$ cat src/rtl/pll_lock_supervisor.sv
// Sequences the Ethernet PLL reset and qualifies its lock: retries on timeout, re-initialises on lock loss.
// All outputs registered; lock_in reaches the FSM through a 2-flop synchronizer. No backpressure.
module pll_lock_supervisor #(
    parameter int PLL_RST_CYCLES      = 64,
    parameter int LOCK_STABLE_CYCLES  = 1024,
    parameter int LOCK_TIMEOUT_CYCLES = 500000,
    parameter int MAX_RETRIES         = 7
) (
    input  logic       clkin,
    input  logic       reset,
    input  logic       lock_in,
    output logic       pll_reset,
    output logic       ready,
    output logic       rst_out,
    output logic       relock_evt,
    output logic [3:0] retry_cnt,
    output logic       fail
);

    localparam int RW = (PLL_RST_CYCLES > 1) ? $clog2(PLL_RST_CYCLES) : 1;
    localparam int TW = $clog2(LOCK_TIMEOUT_CYCLES);
    localparam int SW = $clog2(LOCK_STABLE_CYCLES + 1);

    localparam logic [RW-1:0] RST_LAST  = RW'(PLL_RST_CYCLES - 1);
    localparam logic [TW-1:0] TO_LAST   = TW'(LOCK_TIMEOUT_CYCLES - 1);
    localparam logic [SW-1:0] STB_DONE  = SW'(LOCK_STABLE_CYCLES);
    localparam logic [SW-1:0] STB_ONE   = SW'(1);
    localparam logic [3:0]    RETRY_MAX = 4'(MAX_RETRIES);

    typedef enum logic [2:0] {
        RST_PLL   = 3'd0,
        WAIT_LOCK = 3'd1,
        STABLE    = 3'd2,
        RUN       = 3'd3,
        FAILED    = 3'd4
    } state_t;

    state_t        state_q, state_d;
    logic [RW-1:0] rst_cnt_q, rst_cnt_d;
    logic [TW-1:0] to_cnt_q, to_cnt_d;
    logic [SW-1:0] stb_cnt_q, stb_cnt_d;
    logic [3:0]    retry_q, retry_d;
    logic          relock_d;
    logic          lock_meta_q, lock_s_q;
    logic          pll_reset_q, ready_q, rst_out_q, relock_q, fail_q;
    logic          timeout;

    assign timeout = (to_cnt_q == TO_LAST);

    always_comb begin
        state_d   = state_q;
        rst_cnt_d = rst_cnt_q;
        to_cnt_d  = to_cnt_q;
        stb_cnt_d = stb_cnt_q;
        retry_d   = retry_q;
        relock_d  = 1'b0;
        case (state_q)
            RST_PLL: begin
                to_cnt_d  = '0;
                stb_cnt_d = '0;
                if (rst_cnt_q == RST_LAST) begin
                    rst_cnt_d = '0;
                    state_d   = WAIT_LOCK;
                end else begin
                    rst_cnt_d = rst_cnt_q + 1'b1;
                end
            end
            WAIT_LOCK: begin
                to_cnt_d = to_cnt_q + 1'b1;
                // A one-cycle qualification window completes on the very first locked cycle.
                if (lock_s_q && (STB_DONE == STB_ONE)) begin
                    state_d = RUN;
                end else if (timeout) begin
                    if (retry_q == RETRY_MAX) begin
                        state_d = FAILED;
                    end else begin
                        retry_d   = retry_q + 4'd1;
                        rst_cnt_d = '0;
                        state_d   = RST_PLL;
                    end
                end else if (lock_s_q) begin
                    stb_cnt_d = STB_ONE;
                    state_d   = STABLE;
                end
            end
            STABLE: begin
                to_cnt_d  = to_cnt_q + 1'b1;
                stb_cnt_d = stb_cnt_q + 1'b1;
                // Completion beats timeout; timeout beats a lock drop.
                if (lock_s_q && (stb_cnt_d == STB_DONE)) begin
                    state_d = RUN;
                end else if (timeout) begin
                    if (retry_q == RETRY_MAX) begin
                        state_d = FAILED;
                    end else begin
                        retry_d   = retry_q + 4'd1;
                        rst_cnt_d = '0;
                        state_d   = RST_PLL;
                    end
                end else if (!lock_s_q) begin
                    stb_cnt_d = '0;
                    state_d   = WAIT_LOCK;
                end
            end
            RUN: begin
                if (!lock_s_q) begin
                    rst_cnt_d = '0;
                    relock_d  = 1'b1;
                    state_d   = RST_PLL;
                end
            end
            FAILED: begin
                state_d = FAILED;
            end
            default: begin
                rst_cnt_d = '0;
                state_d   = RST_PLL;
            end
        endcase
        if ((state_d == RUN) && (state_q != RUN)) begin
            retry_d = '0;
        end
    end

    always_ff @(posedge clkin) begin
        if (reset) begin
            state_q     <= RST_PLL;
            rst_cnt_q   <= '0;
            to_cnt_q    <= '0;
            stb_cnt_q   <= '0;
            retry_q     <= '0;
            lock_meta_q <= 1'b0;
            lock_s_q    <= 1'b0;
            pll_reset_q <= 1'b1;
            ready_q     <= 1'b0;
            rst_out_q   <= 1'b1;
            relock_q    <= 1'b0;
            fail_q      <= 1'b0;
        end else begin
            state_q     <= state_d;
            rst_cnt_q   <= rst_cnt_d;
            to_cnt_q    <= to_cnt_d;
            stb_cnt_q   <= stb_cnt_d;
            retry_q     <= retry_d;
            lock_meta_q <= lock_in;
            lock_s_q    <= lock_meta_q;
            pll_reset_q <= (state_d == RST_PLL);
            ready_q     <= (state_d == RUN);
            rst_out_q   <= (state_d != RUN);
            relock_q    <= relock_d;
            fail_q      <= (state_d == FAILED);
        end
    end

    assign pll_reset  = pll_reset_q;
    assign ready      = ready_q;
    assign rst_out    = rst_out_q;
    assign relock_evt = relock_q;
    assign retry_cnt  = retry_q;
    assign fail       = fail_q;

endmodule

$ cat config.mk
export PLATFORM = sky130hd
export DESIGN_NAME = pll_lock_supervisor
export DESIGN_NICKNAME = d
export VERILOG_FILES = /design/src/rtl/pll_lock_supervisor.sv
export SDC_FILE = /design/constraint.sdc
export NUM_CORES = 1
export LEC_CHECK = 0
export CAP_MARGIN = 10
export CORE_ASPECT_RATIO = 1.75
export CORE_UTILIZATION = 44
export DETAILED_ROUTE_END_ITERATION = 12
export PLACE_DENSITY = 0.66
export SLEW_MARGIN = 20
export SYNTH_ARGS = -nofsm -noshare
export SYNTH_HDL_FRONTEND = slang
export SYNTH_SLANG_ARGS = --single-unit
$ cat constraint.sdc
create_clock -name clkin -period 4.2 [get_ports clkin]
set_input_delay 0.84 -clock clkin [delete_from_list [all_inputs] [get_ports clkin]]
set_output_delay 0.84 -clock clkin [all_outputs]
set_load 0.02 [all_outputs]
==> results of run 1 <==
==> layer usage <==
layer	routed length [um]	global-route usage (%)	vias up	part of all wire (%)
met5	0	0	-	0
met4	159	10.1	0	2.7
met3	113	3.31	13	1.9
met2	3160	35.4	23	54
met1	2420	22.8	1143	41
li1	-	-	1197	-
==> layout by cell type, fill, tap and decap left out, drive strengths merged, types with 9 or more instances in the layout <==
cell type / Yosys / layout
o21ai: 10 / 10
nand4: 9 / 9
nand2: 30 / 30
a21oi: 25 / 25
and3: 10 / 10
clkdlybuf4s50: 0 / 10
or3: 10 / 10
nand3: 21 / 21
dfxtp: 50 / 50
nor2: 35 / 35
a31oi: 10 / 10
==> metrics by stage <==
| step | worst slack, ps | hold slack [ps] |
|---|---|---|
| after global routing | 1410 | 467 |
| after global placement | 1690 | 415 |
| after detailed placement | 1650 | 426 |
| final | 1610 | 447 |
| after floorplan | 2100 | 414 |
| after CTS | 1620 | 451 |
==> final cells by class <==
cell class	instances	area (um^2)	share of cell area, %
multi-input cells	250	1540	53.8
inverters	6	22.5	0.785
well taps	78	97.6	3.40
clock inverters	1	5.00	0.175
repair buffers	12	113	3.93
clock buffers	7	86.3	3.01
flip-flops and latches	50	1000	34.9
==> registers in the layout, summed over array words and instances, names as in the netlist, 3 cells and up <==
| signal | count |
|---|---|
| to_cnt_q | 19 |
| rst_cnt_q | 6 |
| stb_cnt_q | 11 |
| retry_cnt | 4 |
| state_q | 3 |
==> worst max-delay path by stage <==
stage	start	to	slack (ps)	cells after the start
floorplan	to_cnt_q[6]	stb_cnt_q[2]	2100	8
global placement	to_cnt_q[6]	stb_cnt_q[3]	1690	6
detailed placement	to_cnt_q[6]	stb_cnt_q[3]	1650	6
CTS	to_cnt_q[6]	stb_cnt_q[3]	1620	6
global route	to_cnt_q[0]	stb_cnt_q[8]	1410	7
finish	to_cnt_q[6]	stb_cnt_q[3]	1610	6
==> worst reg2reg max path, stage by stage, from the launching register on <==
cell      delay, ps
dfxtp_1         350
or4b_1          510
or3_4           400
nor2_4          220
o21ba_1         620
a21oi_1         160
a211oi_1        240
==> power breakdown <==
part	internal (uW)	switching (uW)	leakage (uW)
Sequential	477	3.64	0.000404
Clock	133	161	0.0000482
Combinational	5.67	11.0	0.000488
Total	616	175	0.000940
==> cell families after synthesis <==
group / count (synthesis) / share of synthesized area (%)
adders and majority gates: 5 / 2.32
buffers and inverters: 27 / 5.79
AOI/OAI and AO/OA: 87 / 23.0
xor gates and xnor gates: 8 / 2.59
DFF: 50 / 37.1
muxes: 2 / 0.788
and+or+nand+nor: 148 / 28.5
==> flow_summary.ini, run 1 <==
[outcome]
outcome = completed

[grt]
grt_pass1_wl_um = 10100
antenna_found_initial = 0
grt_pass1_vias = 2231
track_usage_pct = 20.4
grt_max_degree = 51
grt_overflow = 0

[sta]
drv_slew = 0
max_slew.worst_pin.slew_ps = 921
fmax_mhz = 386
layout_worst_path_cycle_share_pct = 61.7
finalHoldViolations = 0
finalCriticalPeriod_ps = 2590
rsz0062_at_grt = no
slew_headroom_pct = 38.6
finClkSkew_ps = 4.46
finalSetupTns_ps = 0
finalSetupViolCount = 0

[setup_path]
worstPathArrival_ps = 2810
end_kind = flop
path_delay_family = simple AND/OR/NAND/NOR gates
r2r_cells = 6
r2r-end = stb_cnt_q[3]
critPathSlowestCell = o21ba_1
crit_path_max_incr_delay_ps = 610
crit_fanout = 16
r2r-start = to_cnt_q[6]
cp_cell_sequence = or4b_1, or3_4, nor2_4, o21ba_1, a21oi_1, a211oi_1
critPathKind = reg2reg
crit_buf_inv = 0
r2r_setup_slack_ps = 1610
critPathLaunchType = flop
required_ps = 4420

[placement]
io_buffers = 11
dpl.hpwl_um = 4060
place.gp.congestion = 0.800
placed_cells = 396
placed_cell_area_mm2 = 0.00278

[yosys]
syn-cell-area_mm2 = 0.00270
syn_inst = 327
synthesis.nets = 335
synthArstFlopShare_pct = 0
synth_seq_cells = 50
synthTopCellsByArea = dfxtp_1, nor2_1, a21oi_1
yosys.area.top_type_share_pct = 37.1
synth_edf_count = 0
yosysSeqAreaShare_pct = 37.1
synth_warnings = 0
synth_most_common_cell = dfxtp_1
avgSynthCellArea_um2 = 8.26
yosys.area.top_type = dfxtp_1
synth.top_cells.by_count = dfxtp_1, nor2_1, nand2_1
synthDistinctLibCells = 60
synth_ff_type = dfxtp_1

[routing]
drc = 0
drt-wirelength-per-cell_um = 14.5
drtIter0Drc = 81
drt_pass1_iterations = 5
viasPerCell = 5.88
finalWirelength_um = 5840
vias = 2376
final_antenna_net_count = 0

[cts]
numCtsBuffers = 5
h-tree-depth = 2
cts_tree = done
hold_buffers = 0
root_buffer = clkbuf_8
clk_latency_ps = 310
clock_sinks = 50
max-clock-path-buffers = 2
post_cts_buffers = 0
postCtsResizedCells = 0
path_clk_slew_ps = 90

[pwr]
vdd_ir_drop_max_v = 0.000249
finalPower_uw = 791
leakagePower_uw = 0.000940
power_density_mw_per_mm2 = 276

[layout]
drive_above_1_share_pct = 8.59
final_area_mm2 = 0.00287
fillers = 606
nets = 333
diodes = 0
fin_util_pct = 48.8
area_delta_synth_final_pct = 6.21
layout.cells.non_filler = 404

[run]
maxCapViolCount = 0

[min_path]
whs_path_depth = 1
min_to = lock_s_q
hold_class = reg2reg
hold_start = lock_meta_q

[die]
coreArea_mm2 = 0.00588
dieArea_mm2 = 0.00647
ioPinCount = 12
die_h_um = 106
std_cell_rows = 37
die-width_um = 61.2
start_util_pct = 45.9
Note: power is estimated with default switching activity, not from simulation.
==> run 2: changes to the inputs <==
==> constraint.sdc (replaced) <==
create_clock -name clkin -period 2.4 [get_ports clkin]
set_input_delay 0.48 -clock clkin [delete_from_list [all_inputs] [get_ports clkin]]
set_output_delay 0.48 -clock clkin [all_outputs]
set_load 0.02 [all_outputs]
==> flow_summary.ini, run 2 (same netlist as run 1, synthesis figures left out) <==
[layout]
layout_common_cells = dfxtp_1, nor2_1, nand2_1
layout_commonest_cell = dfxtp_1
diodes = 0
fin_util_pct = 49.9
regMostFlops = to_cnt_q
largest_register_ffs = 19
drive_above_1_share_pct = 10.3
nets = 338
reg_top3 = to_cnt_q: 19 flops, stb_cnt_q: 11 flops, rst_cnt_q: 6 flops
area_delta_synth_final_pct = 8.76
fillers = 610

[sta]
finClkSkew_ps = 10.6
finalSetupViolCount = 0
layout_worst_path_cycle_share_pct = 94.0
finalCriticalPeriod_ps = 2260
max_slew.worst_pin.slew_ps = 653
slew_headroom_pct = 56.5
finalHoldViolations = 0
fmax_mhz = 443
hold_ws_ps = 448
rsz0062_at_grt = no
finalSetupTns_ps = 0
drv_slew = 0

[pwr]
swShare_pct = 20.8
leakagePower_uw = 0.000969
power_density_mw_per_mm2 = 498
vdd_ir_drop_max_v = 0.000275
p_seq_share_pct = 57.5
p_switching_uw = 304
p_int_uw = 1160
pwr-share-comb_pct = 2.1
p_clk_share_pct = 40.4

[setup_path]
required_ps = 2630
crit_path_max_incr_delay_ps = 520
critPathSlowestCell = or4b_1
critPathLaunchType = flop
end_kind = flop
cp-startpoint = to_cnt_q[6]
crit_fanout = 9
worstPathArrival_ps = 2490
cp_cell_sequence = or4b_1, or3_4, nor2_4, o21bai_1, or3_1, a31oi_1
r2r-start = to_cnt_q[6]
critPathKind = reg2reg

[routing]
met1Wirelength_um = 2320
wl_met3_um = 120
finalWirelength_um = 5800
final_antenna_net_count = 0
drtIter0Drc = 98
vias = 2406
top_layer = met4
drc = 0
viasPerCell = 5.88
drt_pass1_iterations = 4
routed-wl-met2_um = 3210
drt-wirelength-per-cell_um = 14.2

[min_path]
hold_start = lock_meta_q
hold_class = reg2reg

[grt]
grt_pass1_vias = 2216
grt_pass1_wl_um = 9780
grt_max_degree = 36
grt_overflow = 0
track_usage_pct = 19.6
antenna_found_initial = 0

[die]
die_h_um = 106
coreArea_mm2 = 0.00588
std_cell_rows = 37
dieArea_mm2 = 0.00647
start_util_pct = 45.9
ioPinCount = 12
die-width_um = 61.2

[cts]
cts_tree = done
max-clock-path-buffers = 2
clk_latency_ps = 310
root_buffer = clkbuf_8
numCtsBuffers = 5
post_cts_buffers = 0
h-tree-depth = 2
clock_sinks = 50
path_clk_slew_ps = 90

[placement]
place.gp.congestion = 0.834
io_buffers = 11
dpl.hpwl_um = 4230

[run]
maxCapViolCount = 0

[outcome]
outcome = completed
## run 2: worst paths after layout
path	depth (start not counted)	to	slack (ps)
worst max-delay path	6	stb_cnt_q[9]	140
worst min-delay path	1	lock_s_q	450
worst max register to register	6	stb_cnt_q[9]	140
worst min register to register	1	lock_s_q	450
## run 2: power by group through the flow
stage / logic [uW] / clock network (uW) / registers (uW)
global placement: 30.0 / 0 / 861
finish: 30.1 / 591 / 841
CTS: 30.9 / 603 / 841
detailed placement: 30.8 / 0 / 861
floorplan: 24.8 / 0 / 859
global route: 34.2 / 641 / 842
## run 2: timing repair
action / 4_1_cts / 5_1_grt
hold buffers: 0 / 0
resized for setup: 0 / 2
setup endpoints to repair: 0 / 4
## run 2: through the flow
stage                     cell area, um^2  total power, uW  worst slack, ps  std cells
after floorplan                      2700              884              303        327
after global placement               2830              891              210        401
after detailed placement             2830              892              152        401
after CTS                            2930             1480              139        409
after global routing                 2940             1520             12.8        409
final                                2940             1460              144        409
## run 2: layer usage
layer,up-vias,global-route usage [%]
met2,29,37.7
met1,1156,19.7
li1,1212,-
met4,0,7.14
met3,9,2.70
met5,-,0
## run 2: cell type report
cell class / count / area, um^2 / area share, %
clock inverter: 1 / 30.0 / 1.02
inverter: 6 / 22.5 / 0.767
multi-input combinational: 250 / 1550 / 52.7
timing repair buffer: 17 / 163 / 5.54
sequential: 50 / 1000 / 34.1
tap: 78 / 97.6 / 3.32
clock buffer: 7 / 76.3 / 2.60
## run 2: critical path, delay by kind of cell, from the launching register on
kind	cells	cell delay, ps
AND/OR/NAND/NOR	4	1500
flip-flops	1	360
AO/OA/AOI/OAI	2	310
==> run 3: changes to the inputs <==
--- a/config.mk
+++ b/config.mk
@@ -10,6 +10,7 @@
 export CORE_UTILIZATION = 44
 export DETAILED_ROUTE_END_ITERATION = 12
 export PLACE_DENSITY = 0.66
+export SETUP_SLACK_MARGIN = 0.2
 export SLEW_MARGIN = 20
 export SYNTH_ARGS = -nofsm -noshare
 export SYNTH_HDL_FRONTEND = slang
==> flow_summary.ini, run 3 (same netlist as run 1, synthesis figures left out) <==
[setup_path]
cp-startpoint = to_cnt_q[6]
required_ps = 2600
worstPathArrival_ps = 2310
cp-endpoint = pll_reset
critPathLaunchType = flop
r2r_cells = 7
end_kind = flop
crit_fanout = 6
r2r-end = pll_reset
r2r-start = to_cnt_q[6]
critPathKind = reg2reg
r2r_setup_slack_ps = 280

[cts]
root_buffer = clkbuf_8
clk_latency_ps = 300
numCtsBuffers = 5
cts_tree = done
max-clock-path-buffers = 2
h-tree-depth = 2
hold_buffers = 0
path_clk_slew_ps = 90
clock_sinks = 50

[layout]
diodes = 0
drive_above_1_share_pct = 15.2
regMostFlops = to_cnt_q
layout_commonest_cell = dfxtp_1
reg_top3 = to_cnt_q: 19 flops, stb_cnt_q: 11 flops, rst_cnt_q: 6 flops
area_delta_synth_final_pct = 11.5
nets = 343
fillers = 601
largest_register_ffs = 19
layout_common_cells = dfxtp_1, nor2_1, nand2_1
final-seq-area_mm2 = 0.00101
multi_input_area_mm2 = 0.00158

[sta]
finalSetupViolCount = 0
finalSetupTns_ps = 0
max_slew.worst_pin.slew_ps = 650
slew_headroom_pct = 56.6
fmax_mhz = 473
finalCriticalPeriod_ps = 2120
rsz0062_at_grt = yes
finalHoldViolations = 0
drv_slew = 0
finClkSkew_ps = 9.52
layout_worst_path_cycle_share_pct = 88.1
layout_setup_ws_ps = 285

[pwr]
leakagePower_uw = 0.000979
vdd_ir_drop_max_v = 0.000277
power_density_mw_per_mm2 = 485

[grt]
antenna_found_initial = 0
grt_pass1_vias = 2231
grt_pass1_wl_um = 9850
grt_overflow = 0
grt_max_degree = 36
track_usage_pct = 19.7

[routing]
wl_met3_um = 104
viasPerCell = 5.91
drc = 0
drt-wirelength-per-cell_um = 14.4
finalWirelength_um = 5970
final_antenna_net_count = 0
met1Wirelength_um = 2390
top_layer = met4
vias = 2446
drt_pass1_iterations = 4
routed-wl-met2_um = 3330
drtIter0Drc = 116

[placement]
place_ws_ps = 152
dpl.hpwl_um = 4230
place.gp.congestion = 0.834
io_buffers = 11

[die]
dieArea_mm2 = 0.00647
die-width_um = 61.2
std_cell_rows = 37
coreArea_mm2 = 0.00588
ioPinCount = 12
start_util_pct = 45.9
die_h_um = 106

[outcome]
outcome = completed

[run]
maxCapViolCount = 0

[min_path]
hold_class = reg2reg
==> run 3: layer usage <==
metal | track usage, % | vias to the layer above
met5 | 0 | -
met4 | 7.14 | 0
met3 | 2.70 | 9
met2 | 37.8 | 25
met1 | 20.0 | 1194
li1 | - | 1218
==> run 3: final cells by class <==
type	count	share of cell area, %
Inverter	6	0.748
Clock inverter	1	0.998
Tap cell	78	3.24
Multi-Input combinational cell	251	52.4
Timing Repair Buffer	21	6.53
Sequential cell	50	33.5
Clock buffer	7	2.54
==> run 3: how the worst min path moves through the flow <==
stage	start	endpoint	slack [ps]	depth (start not counted)
2_1_floorplan	lock_meta_q	lock_s_q	410	1
3_5_place_dp	lock_meta_q	lock_s_q	430	1
4_1_cts	lock_meta_q	lock_s_q	450	1
3_3_place_gp	lock_meta_q	lock_s_q	430	1
6_report	lock_meta_q	lock_s_q	450	1
5_1_grt	lock_meta_q	lock_s_q	470	1
==> run 3: stage by stage <==
stage / instance area [um^2] / util, % / hold slack [ps] / std cells / power (uW)
final: 3010 / 51.2 / 448 / 414 / 1460
after global routing: 3010 / 51.2 / 467 / 414 / 1520
after CTS: 2950 / 50.2 / 453 / 411 / 1480
after detailed placement: 2830 / 48.1 / 431 / 401 / 892
after global placement: 2830 / 48.1 / 426 / 401 / 891
after floorplan: 2700 / - / 414 / 327 / 884
==> run 3: what timing repair did <==
| action | CTS | global route |
|---|---|---|
| pin swaps | 1 | 6 |
| gates cloned | 0 | 1 |
| setup buffers | 2 | 2 |
| setup endpoints to repair | 10 | 21 |
| gates resized for setup | 1 | 17 |
==> run 3: report_power, final <==
group / switching [uW] / total, uW / internal [uW]
clock: 276 / 589 / 312
sequential: 6.79 / 841 / 835
combinational: 19.5 / 30.3 / 10.9
==> run 3: worst max-delay path: stages (launching register included) <==
cell     delay [ps]
dfxtp_2         350
or4b_1          510
or3_4           370
nor2_4          190
buf_6           140
a22o_2          120
a31oi_1          60
a41o_1          280
